`src/rtl/xif_coproc_alu_frontend_if.sv`:
```
// XIF issue/commit/result bundle between the core and the ALU coprocessor front end.
// The master side is the core; the slave side is the coprocessor.
interface xif_coproc_alu_frontend_if #(
  parameter int X_ID_WIDTH = 4,
  parameter int X_NUM_RS   = 2
);
  // Issue channel
  logic                     xif_issue_valid;
  logic                     xif_issue_ready;
  logic [31:0]              xif_issue_instr;
  logic [X_ID_WIDTH-1:0]    xif_issue_id;
  logic [X_NUM_RS*32-1:0]   xif_issue_rs;
  logic [X_NUM_RS-1:0]      xif_issue_rs_valid;
  logic                     xif_issue_accept;
  logic                     xif_issue_writeback;
  // Commit channel
  logic                     xif_commit_valid;
  logic [X_ID_WIDTH-1:0]    xif_commit_id;
  logic                     xif_commit_kill;
  // Result channel
  logic                     xif_result_valid;
  logic                     xif_result_ready;
  logic [X_ID_WIDTH-1:0]    xif_result_id;
  logic [31:0]              xif_result_data;
  logic [4:0]               xif_result_rd;
  logic                     xif_result_we;

  modport master (
    output xif_issue_valid, xif_issue_instr, xif_issue_id, xif_issue_rs, xif_issue_rs_valid,
    input  xif_issue_ready, xif_issue_accept, xif_issue_writeback,
    output xif_commit_valid, xif_commit_id, xif_commit_kill,
    input  xif_result_valid, xif_result_id, xif_result_data, xif_result_rd, xif_result_we,
    output xif_result_ready
  );

  modport slave (
    input  xif_issue_valid, xif_issue_instr, xif_issue_id, xif_issue_rs, xif_issue_rs_valid,
    output xif_issue_ready, xif_issue_accept, xif_issue_writeback,
    input  xif_commit_valid, xif_commit_id, xif_commit_kill,
    output xif_result_valid, xif_result_id, xif_result_data, xif_result_rd, xif_result_we,
    input  xif_result_ready
  );
endinterface

```
`src/rtl/xif_coproc_alu_frontend.sv`:
```
// Coprocessor endpoint for offloaded custom-0 ALU instructions.
// Handshakes: issue completes on valid&ready (accept/writeback only meaningful then);
// a result is transferred on result_valid&result_ready and is held stable otherwise.
// Accepted instructions wait in an in-order queue until committed or killed; the head
// is retired one per cycle, producing a result only when committed and not killed.
module xif_coproc_alu_frontend #(
  parameter int X_ID_WIDTH = 4,
  parameter int X_NUM_RS   = 2,
  parameter int DEPTH      = 4
) (
  input  logic clk,
  input  logic rst_n,
  xif_coproc_alu_frontend_if.slave xif
);
  localparam int PW = $clog2(DEPTH);
  localparam int CW = PW + 1;

  typedef struct packed {
    logic [X_ID_WIDTH-1:0] id;
    logic [2:0]            funct3;
    logic [4:0]            rd;
    logic [31:0]           rs1;
    logic [31:0]           rs2;
    logic                  committed;
    logic                  killed;
  } entry_t;

  entry_t                q [DEPTH];
  logic [DEPTH-1:0]      q_valid;
  logic [PW-1:0]         wptr, rptr;
  logic [CW-1:0]         count;

  logic                  decode_ok, issue_ready, push, pop, pop_exec;
  logic [DEPTH-1:0]      commit_hit;
  entry_t                head;
  logic                  head_committed, head_killed, out_free;
  logic [31:0]           alu_result;

  logic                  res_valid, res_we;
  logic [X_ID_WIDTH-1:0] res_id;
  logic [31:0]           res_data;
  logic [4:0]            res_rd;

  // rs1/rs2 register-index fields travel as operand values, so their bits are not needed here
  logic                  unused_instr_bits;
  assign unused_instr_bits = ^xif.xif_issue_instr[24:15];

  // Decode custom-0 ALU ops and form the issue handshake from the registered count
  always_comb begin
    decode_ok = 1'b0;
    if (xif.xif_issue_instr[6:0] == 7'b0001011 && xif.xif_issue_instr[31:25] == 7'd0) begin
      case (xif.xif_issue_instr[14:12])
        3'b000, 3'b001, 3'b100, 3'b110, 3'b111: decode_ok = 1'b1;
        default:                                decode_ok = 1'b0;
      endcase
    end
    issue_ready = rst_n && (count < CW'(DEPTH)) && (xif.xif_issue_rs_valid[1:0] == 2'b11);
    push        = xif.xif_issue_valid && issue_ready && decode_ok;
  end

  assign xif.xif_issue_ready     = issue_ready;
  assign xif.xif_issue_accept    = push;
  assign xif.xif_issue_writeback = push;

  // Commit CAM over outstanding entries, plus head retire decision with commit bypass
  always_comb begin
    for (int i = 0; i < DEPTH; i++) begin
      commit_hit[i] = xif.xif_commit_valid && q_valid[i] && (q[i].id == xif.xif_commit_id);
    end
    head           = q[rptr];
    head_killed    = head.killed || (commit_hit[rptr] && xif.xif_commit_kill);
    head_committed = head.committed || (commit_hit[rptr] && !xif.xif_commit_kill);
    out_free       = !res_valid || xif.xif_result_ready;
    pop_exec       = q_valid[rptr] && head_committed && !head_killed && out_free;
    pop            = (q_valid[rptr] && head_killed) || pop_exec;
  end

  // 32-bit modulo ALU on the head entry
  always_comb begin
    alu_result = 32'd0;
    case (head.funct3)
      3'b000:  alu_result = head.rs1 + head.rs2;
      3'b001:  alu_result = head.rs1 - head.rs2;
      3'b100:  alu_result = head.rs1 ^ head.rs2;
      3'b110:  alu_result = head.rs1 | head.rs2;
      3'b111:  alu_result = head.rs1 & head.rs2;
      default: alu_result = 32'd0;
    endcase
  end

  // Queue storage: mark commits/kills, retire the head, append accepted issues
  always_ff @(posedge clk or negedge rst_n) begin
    if (!rst_n) begin
      for (int i = 0; i < DEPTH; i++) q[i] <= '0;
      q_valid <= '0;
      wptr    <= '0;
      rptr    <= '0;
      count   <= '0;
    end else begin
      for (int i = 0; i < DEPTH; i++) begin
        if (commit_hit[i]) begin
          if (xif.xif_commit_kill) q[i].killed    <= 1'b1;
          else                     q[i].committed <= 1'b1;
        end
      end
      if (pop) begin
        q_valid[rptr] <= 1'b0;
        rptr          <= rptr + PW'(1);
      end
      if (push) begin
        q[wptr] <= '{id:        xif.xif_issue_id,
                     funct3:    xif.xif_issue_instr[14:12],
                     rd:        xif.xif_issue_instr[11:7],
                     rs1:       xif.xif_issue_rs[31:0],
                     rs2:       xif.xif_issue_rs[63:32],
                     committed: 1'b0,
                     killed:    1'b0};
        q_valid[wptr] <= 1'b1;
        wptr          <= wptr + PW'(1);
      end
      count <= count + CW'(push) - CW'(pop);
    end
  end

  // Result register: load on retire, drop on consume, otherwise hold
  always_ff @(posedge clk or negedge rst_n) begin
    if (!rst_n) begin
      res_valid <= 1'b0;
      res_id    <= '0;
      res_data  <= '0;
      res_rd    <= '0;
      res_we    <= 1'b0;
    end else if (pop_exec) begin
      res_valid <= 1'b1;
      res_id    <= head.id;
      res_data  <= alu_result;
      res_rd    <= head.rd;
      res_we    <= (head.rd != 5'd0);
    end else if (xif.xif_result_ready) begin
      res_valid <= 1'b0;
    end
  end

  assign xif.xif_result_valid = res_valid;
  assign xif.xif_result_id    = res_id;
  assign xif.xif_result_data  = res_data;
  assign xif.xif_result_rd    = res_rd;
  assign xif.xif_result_we    = res_we;

  // The core must not commit an id in the same cycle it is being issued
  commit_with_issue_same_id: assert property (@(posedge clk) disable iff (!rst_n)
    !(push && xif.xif_commit_valid && (xif.xif_commit_id == xif.xif_issue_id)));
endmodule
```
`src/flat_wrapper.sv`:
```
// flat-port wrapper written by rule: the top's interface ports become plain ports
module xif_coproc_alu_frontend_flat 
#(
  parameter int X_ID_WIDTH = 4,
  parameter int X_NUM_RS   = 2,
  parameter int DEPTH      = 4
)
  (clk, rst_n, xif_xif_issue_valid, xif_xif_issue_instr, xif_xif_issue_id, xif_xif_issue_rs, xif_xif_issue_rs_valid, xif_xif_issue_ready, xif_xif_issue_accept, xif_xif_issue_writeback, xif_xif_commit_valid, xif_xif_commit_id, xif_xif_commit_kill, xif_xif_result_valid, xif_xif_result_id, xif_xif_result_data, xif_xif_result_rd, xif_xif_result_we, xif_xif_result_ready);
  xif_coproc_alu_frontend_if #(.X_ID_WIDTH(X_ID_WIDTH), .X_NUM_RS(X_NUM_RS)) xif_i ();
  input  logic clk;
  input  logic rst_n;
  input wire logic [$bits(xif_i.xif_issue_valid)-1:0] xif_xif_issue_valid;
  input wire logic [$bits(xif_i.xif_issue_instr)-1:0] xif_xif_issue_instr;
  input wire logic [$bits(xif_i.xif_issue_id)-1:0] xif_xif_issue_id;
  input wire logic [$bits(xif_i.xif_issue_rs)-1:0] xif_xif_issue_rs;
  input wire logic [$bits(xif_i.xif_issue_rs_valid)-1:0] xif_xif_issue_rs_valid;
  output wire logic [$bits(xif_i.xif_issue_ready)-1:0] xif_xif_issue_ready;
  output wire logic [$bits(xif_i.xif_issue_accept)-1:0] xif_xif_issue_accept;
  output wire logic [$bits(xif_i.xif_issue_writeback)-1:0] xif_xif_issue_writeback;
  input wire logic [$bits(xif_i.xif_commit_valid)-1:0] xif_xif_commit_valid;
  input wire logic [$bits(xif_i.xif_commit_id)-1:0] xif_xif_commit_id;
  input wire logic [$bits(xif_i.xif_commit_kill)-1:0] xif_xif_commit_kill;
  output wire logic [$bits(xif_i.xif_result_valid)-1:0] xif_xif_result_valid;
  output wire logic [$bits(xif_i.xif_result_id)-1:0] xif_xif_result_id;
  output wire logic [$bits(xif_i.xif_result_data)-1:0] xif_xif_result_data;
  output wire logic [$bits(xif_i.xif_result_rd)-1:0] xif_xif_result_rd;
  output wire logic [$bits(xif_i.xif_result_we)-1:0] xif_xif_result_we;
  input wire logic [$bits(xif_i.xif_result_ready)-1:0] xif_xif_result_ready;
  assign xif_i.xif_issue_valid = xif_xif_issue_valid;
  assign xif_i.xif_issue_instr = xif_xif_issue_instr;
  assign xif_i.xif_issue_id = xif_xif_issue_id;
  assign xif_i.xif_issue_rs = xif_xif_issue_rs;
  assign xif_i.xif_issue_rs_valid = xif_xif_issue_rs_valid;
  assign xif_xif_issue_ready = xif_i.xif_issue_ready;
  assign xif_xif_issue_accept = xif_i.xif_issue_accept;
  assign xif_xif_issue_writeback = xif_i.xif_issue_writeback;
  assign xif_i.xif_commit_valid = xif_xif_commit_valid;
  assign xif_i.xif_commit_id = xif_xif_commit_id;
  assign xif_i.xif_commit_kill = xif_xif_commit_kill;
  assign xif_xif_result_valid = xif_i.xif_result_valid;
  assign xif_xif_result_id = xif_i.xif_result_id;
  assign xif_xif_result_data = xif_i.xif_result_data;
  assign xif_xif_result_rd = xif_i.xif_result_rd;
  assign xif_xif_result_we = xif_i.xif_result_we;
  assign xif_i.xif_result_ready = xif_xif_result_ready;
  xif_coproc_alu_frontend #(.X_ID_WIDTH(X_ID_WIDTH), .X_NUM_RS(X_NUM_RS), .DEPTH(DEPTH)) u_core (.clk(clk), .rst_n(rst_n), .xif(xif_i));
endmodule
```
`config.mk`:
```
export PLATFORM = sky130hd
export DESIGN_NAME = xif_coproc_alu_frontend_flat
export DESIGN_NICKNAME = d
export VERILOG_FILES = /design/src/rtl/xif_coproc_alu_frontend_if.sv /design/src/rtl/xif_coproc_alu_frontend.sv /design/src/flat_wrapper.sv
export SDC_FILE = /design/constraint.sdc
export NUM_CORES = 1
export LEC_CHECK = 0
export CAP_MARGIN = 20
export CORE_MARGIN = 2
export CORE_UTILIZATION = 50
export CTS_BUF_LIST = sky130_fd_sc_hd__clkbuf_16
export DETAILED_ROUTE_END_ITERATION = 8
export PLACE_DENSITY = 0.74
export SKIP_CTS_REPAIR_TIMING = 1
export SKIP_LAST_GASP = 1
export SLEW_MARGIN = 20
export SYNTH_ARGS = -nofsm -noshare
export SYNTH_HDL_FRONTEND = slang
export SYNTH_SLANG_ARGS = --single-unit
```
`constraint.sdc`:
```
create_clock -name clk -period 4.6 [get_ports clk]
set_clock_uncertainty 0.2 [all_clocks]
set_input_delay 0.46 -clock clk [delete_from_list [all_inputs] [get_ports clk]]
set_output_delay 0.46 -clock clk [all_outputs]
set_load 0.05 [all_outputs]
```
==> metrics, run 1 <==
failing checks=negative setup slack; Final min period=4743 ps; final antenna-violating net count=0; total power=6.601 mW; Max Clock Freq=0.2108 GHz; CP Launch Type=flop; Multi-input gate area=0.01096 mm²; # setup viols final=9; largest cells by area after synthesis=dfrtp_1 (45%), mux2_2 (18%), mux4_2 (7.9%), ha_1 (6.5%), xnor2_1 (2.5%); Max-Cap Viols=0; die area=0.04235 mm²; Setup crit end kind=flop; H-tree depth=2; Num CTS Buffers=42; hpwl dp=37450 µm; Initial DRC Count=950; largest net degree at the start of global routing=84; ratio of cells with drive above 1 in the final layout=38.26%; synthesized area=0.02036 mm²; pwr dens=257.1 mW/mm²; CP Max Fanout=6; FF+latch area=0.009166 mm²; Die Y-Extent=205.8 µm; area of the core=0.04001 mm²; post-route DRC violation count=0; global placement routability congestion=0.9244; final setup TNS=-595.5 ps; Vias/cell=5.760; Slew headroom=34.75%; Tcrit/Tclk final=103.1%; CP required=4890 ps; Sink Count=366; peak supply drop=267.3 µV; Post-synth top flop=dfrtp_1; Synth area leader=dfrtp_1; row count=73; YS warnings=0; synth unique cells=71; Fillers=3050; Reg clk slew, reported paths=60 ps; outcome=finished, violations left; Worst Path Arrival=5030 ps; DRT Pass-1 Iters=5; Die Span X=205.8 µm; CP Class=flop to flop; Mean Syn Cell Area=12.33 µm²; final hold vios=0; Post-Synthesis Cells=1652; RSZ-0062 raised after global routing=yes; CTS tree=done; area grow syn2layout=26.08%; vias in the first global route=15140; fraction of registers with async set/reset=100.0%; EDFF count, synth=0; Seq/Total Area, Yosys=44.98%; setup slack, reg-to-reg=-140 ps; Total GRT Usage=25.63%; IO Port Bufs=147; hold crit path type=input port to async pin; Worst-Margin Slew=978.8 ps; min setup slack post-route=-143.1 ps; Clk Latency, worst-skew pair=570 ps; initial core utilization=50.90%; total congestion overflow=0; Final nets=2183; Vias=14540; CTS max path bufs=3; post-synthesis net count=1872; initial antenna violation count=7; Synth top area share=44.98%; final WL=53740 µm; final slew viol count=0; Post-Place Setup Slack=-305.2 ps; WL/cell=21.28 µm; first-pass GRT wire length=83770 µm; CTS Root Buffer Type=clkbuf_16; io pins=158; top-count cell post-synth=dfrtp_1; Yosys reg bits=366; worst r2r path cells=24; Static Leak=12.13 nW; R2R Path End=u_core.xif.xif_result_data[30]; reg2reg start=u_core.rptr[0]; most frequent cells after synthesis=dfrtp_1 (366), mux2_2 (325), ha_1 (106)
[sequential cells by signal, summed over array words and instances (netlist names)]
signal and flops:
u_core.count 3, u_core.q 312, u_core.q_valid 4, u_core.rptr 2
u_core.wptr 2, u_core.xif.xif_result_data 32, u_core.xif.xif_result_id 4, u_core.xif.xif_result_rd 5
u_core.xif.xif_result_valid 1, u_core.xif.xif_result_we 1
[cell families (layout without fill, tap and decap cells)]
group           after synthesis  in the layout  synth area share [%]
mux                         417            417                 27.34
fa+ha+maj                   108            108                 6.710
xor+xnor                     71             71                 3.054
buf+inv                     178            520                 3.724
flops                       366            366                 44.98
other cells                   0              6                     0
compound gates              272            272                 8.578
simple gates                240            240                 5.616
[worst max-delay path by stage]
stage                        start                              to  slack (ps)  depth (start not counted)
floorplan           u_core.rptr[0]  u_core.xif.xif_result_data[26]         -10                         17
global placement    u_core.rptr[0]  u_core.xif.xif_result_data[23]        -280                         21
detailed placement  u_core.rptr[0]  u_core.xif.xif_result_data[23]        -310                         21
CTS                 u_core.rptr[0]  u_core.xif.xif_result_data[30]        -380                         17
global route        u_core.rptr[0]  u_core.xif.xif_result_data[21]        -290                         20
finish              u_core.rptr[0]  u_core.xif.xif_result_data[30]        -140                         24
[through the flow]
stage	instances	util, %	hold slack [ps]	area, µm²
6_report	2525	64.17	195.1	25670
5_1_grt	2522	64.15	221.8	25660
4_1_cts	2495	62.27	-400.6	24910
3_5_place_dp	2420	59.01	201.4	23610
3_3_place_gp	2420	59.01	197.8	23610
2_1_floorplan	1652	-	-35.59	20390
[critical path: stages, from the launching register on]
cell	delay, ps
dfrtp_4	510
buf_6	140
buf_12	140
mux4_2	480
inv_2	80
ha_2	180
nand3_2	90
nor4_2	150
buf_4	170
and2_4	170
buf_6	100
a21oi_2	50
xnor2_1	120
ha_1	370
buf_4	140
buf_4	110
nand4_1	110
buf_4	160
nor2_4	140
buf_4	130
nand2_2	70
o21ai_4	210
a41oi_4	140
mux2_4	310
a31oi_1	180
[cell type report]
type                            count  area share, %
Antenna cell                        6        0.05849
Clock buffer                       43          4.191
Clock inverter                     32         0.8968
Inverter                           86          1.257
Multi-Input combinational cell   1108          42.71
Sequential cell                   366          35.71
Tap cell                          525          2.559
Timing Repair Buffer              359          12.62
[power breakdown]
group          switching, mW  internal (mW)  leakage, nW
clock                   1.36           1.82        0.675
sequential         0.0000519           3.22         5.10
combinational          0.111         0.0872         6.35
[per-layer routing]
layer | part of all wire, % | up-vias | routed length [µm] | track usage [%]
li1 | - | 6642 | - | -
met1 | 44 | 7411 | 23610 | 34.94
met2 | 47 | 380 | 25480 | 41.17
met3 | 5.5 | 107 | 2943 | 4.276
met4 | 3.1 | 4 | 1690 | 9.923
met5 | 0.045 | - | 24 | 0
[layout by cell type (no fill, tap or decap), drive strengths merged, types with 8 or more instances in the layout]
master,Yosys,final
o22ai,9,9
dfrtp,366,366
buf,36,212
mux4,77,77
a211oi,21,21
o211ai,9,9
mux2i,15,15
a22oi,11,11
a21oi,67,67
ha,106,106
o21ai,66,66
o21a,9,9
a31oi,19,19
xor2,14,14
clkinv,0,15
nand3,17,17
clkbuf,56,43
a21o,19,19
xnor2,57,57
nor2,74,74
inv,86,99
mux2,325,325
and2,12,12
clkdlybuf4s50,0,146
nand2,81,81
a22o,8,8
nor3,12,12
Note: power is estimated with default switching activity, not from simulation.
==> run 2: changes to the inputs <==
--- a/config.mk
+++ b/config.mk
@@ -13,7 +13,6 @@
 export PLACE_DENSITY = 0.74
 export SKIP_CTS_REPAIR_TIMING = 1
 export SKIP_LAST_GASP = 1
-export SLEW_MARGIN = 20
 export SYNTH_ARGS = -nofsm -noshare
 export SYNTH_HDL_FRONTEND = slang
 export SYNTH_SLANG_ARGS = --single-unit
==> metrics, run 2 (synthesis gave the netlist of run 1 again) <==
outcome=finished, violations left; failing checks=negative setup slack; CP max-delay cell=dfrtp_4; internal power=5.132 mW; setup slack, reg-to-reg=-140 ps; total congestion overflow=0; final antenna-violating net count=0; min setup slack post-route=-136.2 ps; placed cell count=2420; Tcrit/Tclk final=103.0%; CTS tree=done; leading cell types in the layout, fill and taps excluded=dfrtp_1 (364), mux2_2 (321), buf_4 (192); Die Span X=205.8 µm; Max-Cap Viols=0; net load switching power=1.472 mW; pwr dens=256.8 mW/mm²; hpwl dp=37450 µm; initial antenna violation count=7; # setup viols final=8; final hold vios=0; CTS max path bufs=3; area grow syn2layout=26.31%; Die Y-Extent=205.8 µm; Num CTS Buffers=42; max FFs per register=312; Slew headroom=35.38%; Switching Share=22.29%; R2R Path End=u_core.xif.xif_result_data[30]; CP cell instances=buf_6 > buf_12 > mux4_2 > inv_2 > ha_2 > nand3_2 > nor4_2 > buf_4 > and2_4 > buf_6 > a21oi_2 > xnor2_1 > ha_1 > buf_4 > buf_4 > nand4_1 > buf_4 > nor2_4 > buf_4 > nand2_2 > o21ai_4 > a41oi_4 > mux2_4 > a31oi_1; hold crit path type=input port to async pin; largest net degree at the start of global routing=84; Vias/cell=5.754; CP Max Fanout=6; Max Clock Freq=0.2111 GHz; Worst Path Arrival=5030 ps; io pins=158; RSZ-0062 raised after global routing=yes; Vias=14540; area of the core=0.04001 mm²; first-pass GRT wire length=83770 µm; Reg clk slew, reported paths=60 ps; peak supply drop=267.2 µV; row count=73; clock power share=48.1%; vias in the first global route=15140; largest register by flop count=u_core.q; CP required=4890 ps; H-tree depth=2; Static Leak=12.15 nW; Sink Count=366; Max stage delay on crit path=510 ps; Final nets=2185; Comb pwr share=3.1%; WL/cell=21.30 µm; Fillers=3042; CP Class=flop to flop; Post-Place Setup Slack=-305.2 ps; Final min period=4736 ps; Worst path most repeated cell=buf_4; reg2reg start=u_core.rptr[0]; Cell Count, Final, Fillers Out=2527; IO Port Bufs=147; post-route DRC violation count=0; worst r2r path cells=24; final slew viol count=0; CP Launch Type=flop; CTS Root Buffer Type=clkbuf_16; Total GRT Usage=25.63%; commonest non-fill, non-tap cell in the layout=dfrtp_1; ratio of cells with drive above 1 in the final layout=38.33%; Setup crit end kind=flop; global placement routability congestion=0.9244; final WL=53830 µm; DRT Pass-1 Iters=6; die area=0.04235 mm²; initial core utilization=50.90%; Worst-Margin Slew=969.2 ps; Initial DRC Count=1056; Clk Latency, worst-skew pair=570 ps; Seq pwr share=48.8%
==> run 2: cell types whose count changed in the layout (fill, tap and decap cells not counted), sizes merged <==
cell | previous run | this run
buf | 212 | 214
==> run 2: per-layer routing <==
metal	up-vias	share of wire, %	global-route usage (%)
met5	-	0.045	0
met4	4	3.1	9.923
met3	105	5.6	4.276
met2	384	47	41.17
met1	7408	44	34.94
li1	6639	-	-
==> run 2: final cells by class <==
| class | count | area [µm²] | share of cell area, % |
|---|---|---|---|
| Antenna cell | 6 | 15.01 | 0.05838 |
| Clock buffer | 43 | 1076 | 4.184 |
| Clock inverter | 32 | 230.2 | 0.8951 |
| Inverter | 86 | 322.8 | 1.255 |
| Multi-Input combinational cell | 1108 | 10960 | 42.63 |
| Sequential cell | 366 | 9166 | 35.64 |
| Tap cell | 525 | 656.9 | 2.554 |
| Timing Repair Buffer | 361 | 3288 | 12.78 |
==> run 2: critical path, delay by kind of cell, from the launching register on <==
family	cells	cell delay, ps
fa+ha+maj	2	550
simple gates	6	730
compound gates	4	570
buf+inv	9	1170
xor+xnor	1	120
flops	1	510
mux	2	790
==> run 2: stage by stage <==
stage | utilization [%] | hold WS, ps | area (µm²) | total power [mW] | TNS, ps
floorplan | - | -35.59 | 20390 | 3.292 | -10.07
global placement | 59.01 | 197.8 | 23610 | 3.471 | -1301
detailed placement | 59.01 | 201.4 | 23610 | 3.478 | -1942
CTS | 62.27 | -400.6 | 24910 | 6.674 | -2651
global route | 64.27 | 220.5 | 25710 | 6.825 | -2572
finish | 64.29 | 195.4 | 25720 | 6.605 | -484.9
==> run 2: power by group through the flow <==
stage          clock [mW]  combinational, mW  sequential (mW)
2_1_floorplan           0             0.0125             3.28
3_3_place_gp            0              0.193             3.28
3_5_place_dp            0              0.199             3.28
4_1_cts              3.25              0.201             3.22
5_1_grt              3.38              0.226             3.22
6_report             3.18              0.204             3.22
==> run 2: worst max-delay path by stage <==
| stage | slack [ps] | cells past startpoint | end | startpoint |
|---|---|---|---|---|
| final | -140 | 24 | u_core.xif.xif_result_data[30] | u_core.rptr[0] |
| after global routing | -290 | 20 | u_core.xif.xif_result_data[21] | u_core.rptr[0] |
| after CTS | -380 | 17 | u_core.xif.xif_result_data[30] | u_core.rptr[0] |
| after detailed placement | -310 | 21 | u_core.xif.xif_result_data[23] | u_core.rptr[0] |
| after global placement | -280 | 21 | u_core.xif.xif_result_data[23] | u_core.rptr[0] |
| after floorplan | -10 | 17 | u_core.xif.xif_result_data[26] | u_core.rptr[0] |
